$ cat config.mk
export PLATFORM = sky130hd
export DESIGN_NAME = ts_mem_loader
export DESIGN_NICKNAME = d
export VERILOG_FILES = /design/src/rtl/ts_mem_loader.sv
export SDC_FILE = /design/constraint.sdc
export NUM_CORES = 1
export LEC_CHECK = 0
export BUFFER_PORTS_ARGS = -buffer_cell sky130_fd_sc_hd__buf_2
export CORE_ASPECT_RATIO = 1.75
export CORE_MARGIN = 2
export CORE_UTILIZATION = 61
export CTS_BUF_LIST = sky130_fd_sc_hd__clkbuf_4
export DETAILED_ROUTE_END_ITERATION = 10
export PLACE_DENSITY = 0.88
export SYNTH_ARGS = -nofsm -noshare
export SYNTH_HDL_FRONTEND = slang
export SYNTH_SLANG_ARGS = --single-unit
$ cat constraint.sdc
create_clock -name clk_i -period 4.6 [get_ports clk_i]
set_input_delay 0.92 -clock clk_i [delete_from_list [all_inputs] [get_ports clk_i]]
set_output_delay 0.92 -clock clk_i [all_outputs]
set_load 0.01 [all_outputs]
$ cat src/rtl/ts_mem_loader.sv
// Timestamp table loader: streams accepted entries into ping-pong frame tables
// and flags the shadow bank as loaded once every frame table has been written.
module ts_mem_loader (
   input  logic        clk_i,
   input  logic        nrst_i,
   input  logic        enable_i,
   input  logic        s_valid_i,
   input  logic [16:0] s_data_i,
   output logic        s_ready_o,
   input  logic        update_mem_i,
   input  logic [10:0] entries_per_frame_i,
   input  logic [2:0]  number_of_frames_i,
   output logic [10:0] waddr_o,
   output logic [16:0] wdata_o,
   output logic        wen_o,
   output logic [2:0]  memory_selector_o,
   output logic        mem_updated_o,
   output logic        abort_o
);

   typedef enum logic [1:0] {StIdle, StLoad, StDone} state_e;

   state_e      state_q, state_d;
   logic [10:0] addr_q, addr_d;
   logic [2:0]  frame_q, frame_d;
   logic [10:0] entries_q, entries_d;
   logic [2:0]  last_q, last_d;
   logic        upd_q, upd_seen_q;
   logic        abort_q, abort_d;
   logic        wen_q;
   logic [10:0] waddr_q;
   logic [16:0] wdata_q;
   logic [2:0]  sel_q;
   logic        toggle, accept, start;
   logic [2:0]  nf_clamped;

   // upd_seen_q masks the first cycle after reset so upd_q can load the live
   // bank select without reporting a spurious toggle.
   assign toggle     = upd_seen_q & (update_mem_i ^ upd_q);
   assign nf_clamped = (number_of_frames_i > 3'd4) ? 3'd4 : number_of_frames_i;
   assign s_ready_o  = (state_q == StLoad) && !toggle && (entries_q != 11'd0);
   assign accept     = s_valid_i & s_ready_o;

   always_comb begin
      state_d   = state_q;
      addr_d    = addr_q;
      frame_d   = frame_q;
      entries_d = entries_q;
      last_d    = last_q;
      abort_d   = 1'b0;
      start     = 1'b0;
      if (!enable_i) begin
         state_d = StIdle;
      end else begin
         unique case (state_q)
            StIdle: start = 1'b1;
            StLoad: begin
               if (toggle) begin
                  start   = 1'b1;
                  abort_d = 1'b1;
               end else if (entries_q == 11'd0) begin
                  state_d = StDone;
               end else if (accept) begin
                  if (addr_q == entries_q - 11'd1) begin
                     addr_d = 11'd0;
                     if (frame_q == last_q) state_d = StDone;
                     else                   frame_d = frame_q + 3'd1;
                  end else begin
                     addr_d = addr_q + 11'd1;
                  end
               end
            end
            StDone: start = toggle;
            default: state_d = StIdle;
         endcase
      end
      // Every entry into LOAD snapshots the configuration and rewinds the counters.
      if (start) begin
         state_d   = StLoad;
         addr_d    = 11'd0;
         frame_d   = 3'd0;
         entries_d = entries_per_frame_i;
         last_d    = nf_clamped;
      end
   end

   always_ff @(posedge clk_i or negedge nrst_i) begin
      if (!nrst_i) begin
         state_q    <= StIdle;
         addr_q     <= 11'd0;
         frame_q    <= 3'd0;
         entries_q  <= 11'd0;
         last_q     <= 3'd0;
         upd_q      <= 1'b0;
         upd_seen_q <= 1'b0;
         abort_q    <= 1'b0;
         wen_q      <= 1'b0;
         waddr_q    <= 11'd0;
         wdata_q    <= 17'd0;
         sel_q      <= 3'd0;
      end else begin
         state_q    <= state_d;
         addr_q     <= addr_d;
         frame_q    <= frame_d;
         entries_q  <= entries_d;
         last_q     <= last_d;
         upd_q      <= update_mem_i;
         upd_seen_q <= 1'b1;
         abort_q    <= abort_d;
         wen_q      <= accept;
         if (accept) begin
            waddr_q <= addr_q;
            wdata_q <= s_data_i;
            sel_q   <= frame_q;
         end
      end
   end

   assign waddr_o           = waddr_q;
   assign wdata_o           = wdata_q;
   assign wen_o             = wen_q;
   assign memory_selector_o = sel_q;
   assign mem_updated_o     = (state_q == StDone);
   assign abort_o           = abort_q;

endmodule

After elaboration in Yosys (flattened, before gate mapping)
Cells that the tools add are included. W data, S select, Z words.

Register bits: 65. Input bits: 36. Output and inout port bits: 35. Word-level logic and storage cells: 74.

Add/sub/neg operators: 3. Magnitude comparators: 1. Eq/ne operators: 12. Mux-type cells: 29. Bitwise operators: 3. Reductions and logical operators: 14.

Operators by type and width (count): $mux W11 (7); $mux W3 (9); $mux W2 (7); $add A11 B1 Y11 const B (1); $eq A11 B11 Y1 (1); $logic_not A11 Y1 (1); $reduce_bool A11 Y1 (1); $sub A11 B1 Y11 const B (1); $ne A5 B3 Y1 const B (2); $reduce_and A5 Y1 (2); $reduce_bool A2 Y1 (4); $reduce_and A7 Y1 (1); $ne A5 B4 Y1 const B (1); $mux W1 (4); $ne A2 B2 Y1 const B (2); $ne A4 B4 Y1 const B (1); $pmux W2 S2 (1); $add A3 B1 Y3 const B (1); $eq A3 B3 Y1 (1); $gt A3 B3 Y1 const B (1); $ne A3 B2 Y1 const B (1); $pmux W1 S3 (1); $and A1 B1 Y1 (2); $eq A2 B1 Y1 const B (1); 7 further kinds (8).

Longest topological paths before layout
Depth in word-level cells: 12. Gate-level depth with buffers: 11. Mapped depth without buffers: 9.

Worst setup path before layout
Ideal clock, no wire load.

Path kind: input port to flip-flop. Start: in update_mem_i. End: reg frame_q[2]. Library setup time: 78 ps. Arrival: 2587 ps. Required time: 4522 ps. Path slack: 1935 ps. Stages: 9. Path buffers: 2. Path through: xor2_1 and2_1 clkbuf_1 nor3b_2 and2_1 buf_2 nand4_2 or3_1 a21oi_1.

Cells in the longest elaborated chain, start to end: 8. Elaborated cells on any way between the ends: 18. Classes of those cells: eq/ne (3); mux (4); bitwise (3); reduce/logical (8).

Ends and longest elaborated chain: start, declared (RTL line 10) `input logic update_mem_i,`; $xor A1 B1 Y1 (*) (RTL line 39) `assign toggle = upd_seen_q & (update_mem_i ^ upd_q);`; $and A1 B1 Y1 (*) (RTL line 39); branches (longest 6 deep; another with $reduce_and A7 Y1); end signal, assigned (RTL line 104) `frame_q <= frame_d;`; end, declared (RTL line 25) `logic [2:0] frame_q, frame_d;`.

Mark *: on every way between the ends. A chain may end at the register's enable or synchronous reset.

Worst setup path in the final report
Start: reg entries_q[0]. End: out s_ready_o.

Cells in the longest elaborated chain, start to end: 2.

Ends and longest elaborated chain: start, declared (RTL line 26) `logic [10:0] entries_q, entries_d;`; start signal, assigned (RTL line 105) `entries_q <= entries_d;`; $reduce_bool A11 Y1 (RTL line 41) `assign s_ready_o = (state_q == StLoad) && !toggle && (entries_q != 11'd0);`; $logic_and A1 B1 Y1 (RTL line 41); end, declared (RTL line 9) `output logic s_ready_o,`.

Every way passes these cells.

==> results_dict.tcl <==
set metrics [dict create \
    worstHoldEndpoint "last_q[0]" \
    overflow 0 \
    antenna_found_initial 0 \
    hold_depth 2 \
    clk_pin_slew_worst_paths_ns 0.11 \
    tightest_slew_ns 0.900 \
    ir_drop_uv 408 \
    ys.flop_type "dfrtp_1" \
    grt_max_degree 42 \
    hold_buffers 0 \
    start_util 0.626 \
    crit_arrival_ns 2.40 \
    timing.slew.headroom 0.400 \
    crit_fanout 5 \
    die_h_um 101 \
    grt_pass1_vias 2538 \
    ys_seq_area_frac 0.499 \
    num_vias 2542 \
    tns_ns 0 \
    synth_area_leaders "dfrtp_1 50%, mux2_2 11%, nand2_1 5.1%, o21ai_0 3.8%, ha_1 2.7%" \
    post_route_cells_drive_above_1_share 0.338 \
    die_area_um2 5970 \
    critPathKind "flip-flop to output pin" \
    design_area_um2 3790 \
    cts_buffer_depth 2 \
    gp_congestion 0.818 \
    min_path_type "flip-flop to flip-flop" \
    fillCellCount 375 \
    reg2reg_slack_ns 1.76 \
    cts_sinks 65 \
    cts-resized-gates 0 \
    critPathLaunchType "flip-flop" \
    wl_per_cell_um 15.6 \
    io_buffers 70 \
    fin_crit_sh 0.721 \
    clockRootBuffer "clkbuf_4" \
    htreeDepth 3 \
    cts_buffers 9 \
    rr_endpoint "addr_q[9]" \
    rows 35 \
    dieWidth_um 59.3 \
    synth_top_area_frac 0.499 \
    track_usage 0.254 \
    final_nets 423 \
    yosysWarnings 0 \
    crit_path_end_kind "output pin" \
    core_um2 5210 \
    synth.avg_cell_area_um2 10.5 \
    routed_wirelength_um 6880 \
    synth_fp_nets 354 \
    drc 0 \
    finalSetupViolCount 0 \
    synth_edf_count 0 \
    async_flop_share 1.00 \
    hp-start "last_q[0]" \
    dpl_cell_area_um2 3630 \
    final_hold_viol_count 0 \
    num_io_pins 71 \
    grt_pass1_wl_um 11600 \
    power_uw 1700 \
    synth_area_um2 3260 \
    worstRegToRegCells 9 \
    n_antenna_cell 0 \
    dr.pass1.iters 4 \
    syn2layout_area_growth_pct 16.3 \
    rr_startpoint "entries_q[0]" \
    avgViaCountPerCell 5.78 \
    p_leak_uw 0.00191 \
    antenna_left 0 \
    ys_ff_latch 65 \
    maxCapViolations 0 \
    synth_cell_types 44 \
    drt_iter0_markers 68 \
    syn_inst 311 \
    rsz0062_at_grt "no" \
    final-max-slew-violation-count 0 \
    dp_hpwl_um 5050 \
    clkLatencyLatePin_ns 0.40 \
    fmax_ghz 0.302 \
    cellPowerDensity_nw_per_um2 449 \
    cp.required_ns 3.68 \
    yosysTopAreaCell "dfrtp_1" \
    fin_util 0.728 \
    fin_skew_ns 0.0131 \
    finalCriticalPeriod_ns 3.32 \
    cts_tree "yes" \
    outcome "finished clean" \
    post_cts_buffers 0 \
]
flip-flops by register name, summed over array words and instances (netlist names):
| signal | cells |
|---|---|
| wen_o | 1 |
| upd_seen_q | 1 |
| waddr_o | 11 |
| memory_selector_o | 3 |
| frame_q | 3 |
| addr_q | 11 |
| upd_q | 1 |
| wdata_o | 17 |
| state_q | 2 |
| last_q | 3 |
| abort_o | 1 |
| entries_q | 11 |
per-stage QoR:
step / setup WS [ns] / cells / hold WS [ns]
floorplan: 1.93 / 311 / 0.458
global placement: 1.75 / 424 / 0.476
detailed placement: 1.66 / 424 / 0.481
CTS: 1.28 / 440 / 0.509
global route: 1.13 / 440 / 0.535
finish: 1.28 / 440 / 0.500
how the worst max path moves through the flow:
stage / start / endpoint / slack, ns / depth (start not counted)
after global placement: update_mem_i / frame_q[2] / 1.75 / 8
after floorplan: update_mem_i / frame_q[2] / 1.93 / 9
after CTS: entries_q[0] / s_ready_o / 1.28 / 6
after global routing: entries_q[0] / s_ready_o / 1.13 / 6
final: entries_q[0] / s_ready_o / 1.28 / 6
after detailed placement: update_mem_i / frame_q[2] / 1.66 / 8
final cells by class:
type	instances	area (um^2)	area share
Clock buffer	9	67.6	0.0178
Sequential cell	65	1630	0.429
Multi-Input combinational cell	224	1540	0.406
Tap cell	55	68.8	0.0181
Timing Repair Buffer	72	365	0.0963
Inverter	8	30.0	0.00792
Clock inverter	7	93.8	0.0247
Yosys cell counts (4+ instances only):
master	instances
a21oi_1	9
and2_1	4
and3_1	10
clkbuf_1	9
dfrtp_1	65
ha_1	7
inv_1	8
mux2_2	32
nand2_1	44
nand3_1	12
nor2_1	11
nor2b_1	4
nor3_1	12
o21ai_0	25
or3_1	4
xnor2_1	8
xor2_1	8
cell usage in the layout (no fill, tap or decap), types with 2 or more instances in the layout:
cell type and instances:
dfrtp_1 65, a31oi_1 2, o21ai_0 25, nor2_1 11, inv_1 8, ha_1 7
and3_1 10, xnor2_1 8, nand3_1 12, nand4_1 3, buf_4 2, buf_2 70
or3_1 4, a21oi_1 9, clkbuf_4 9, nor4_1 3, nor2b_1 4, mux2_2 32
nand3b_1 3, xor2_1 8, bufinv_16 2, and2_1 4, or4_4 2, nand2_1 44
nor3_1 12, or3b_2 2
layer usage:
layer | global-route usage | routed length [um] | vias to the layer above
met4 | 0.0962 | 156 | 0
met3 | 0.0539 | 320 | 14
met5 | 0 | 0 | -
met1 | 0.306 | 2710 | 1217
li1 | - | - | 1236
met2 | 0.435 | 3700 | 75
worst max-delay path, stage by stage (launching register included):
cell     delay (ns)
dfrtp_1        0.43
inv_1          0.08
ha_1           0.22
or4b_2         0.67
o41ai_4        0.35
nor2_1         0.09
buf_2          0.15
where the power goes:
group / switching (uW) / internal, uW
Combinational: 264 / 231
Clock: 217 / 220
Sequential: 90.2 / 679
Total: 572 / 1130
logic make-up (layout without fill, tap and decap cells):
kind of cell             after synthesis  after routing  share of synthesized area
AO/OA/AOI/OAI                         45             45                     0.0901
XOR/XNOR                              16             16                     0.0430
adder cells (fa/ha/maj)                7              7                     0.0268
buffers and inverters                 22             96                     0.0311
flip-flops                            65             65                      0.499
multiplexers                          32             32                      0.110
other                                  1              1                    0.00115
AND/OR/NAND/NOR                      123            123                      0.199
(Power assumes the default switching activity.)
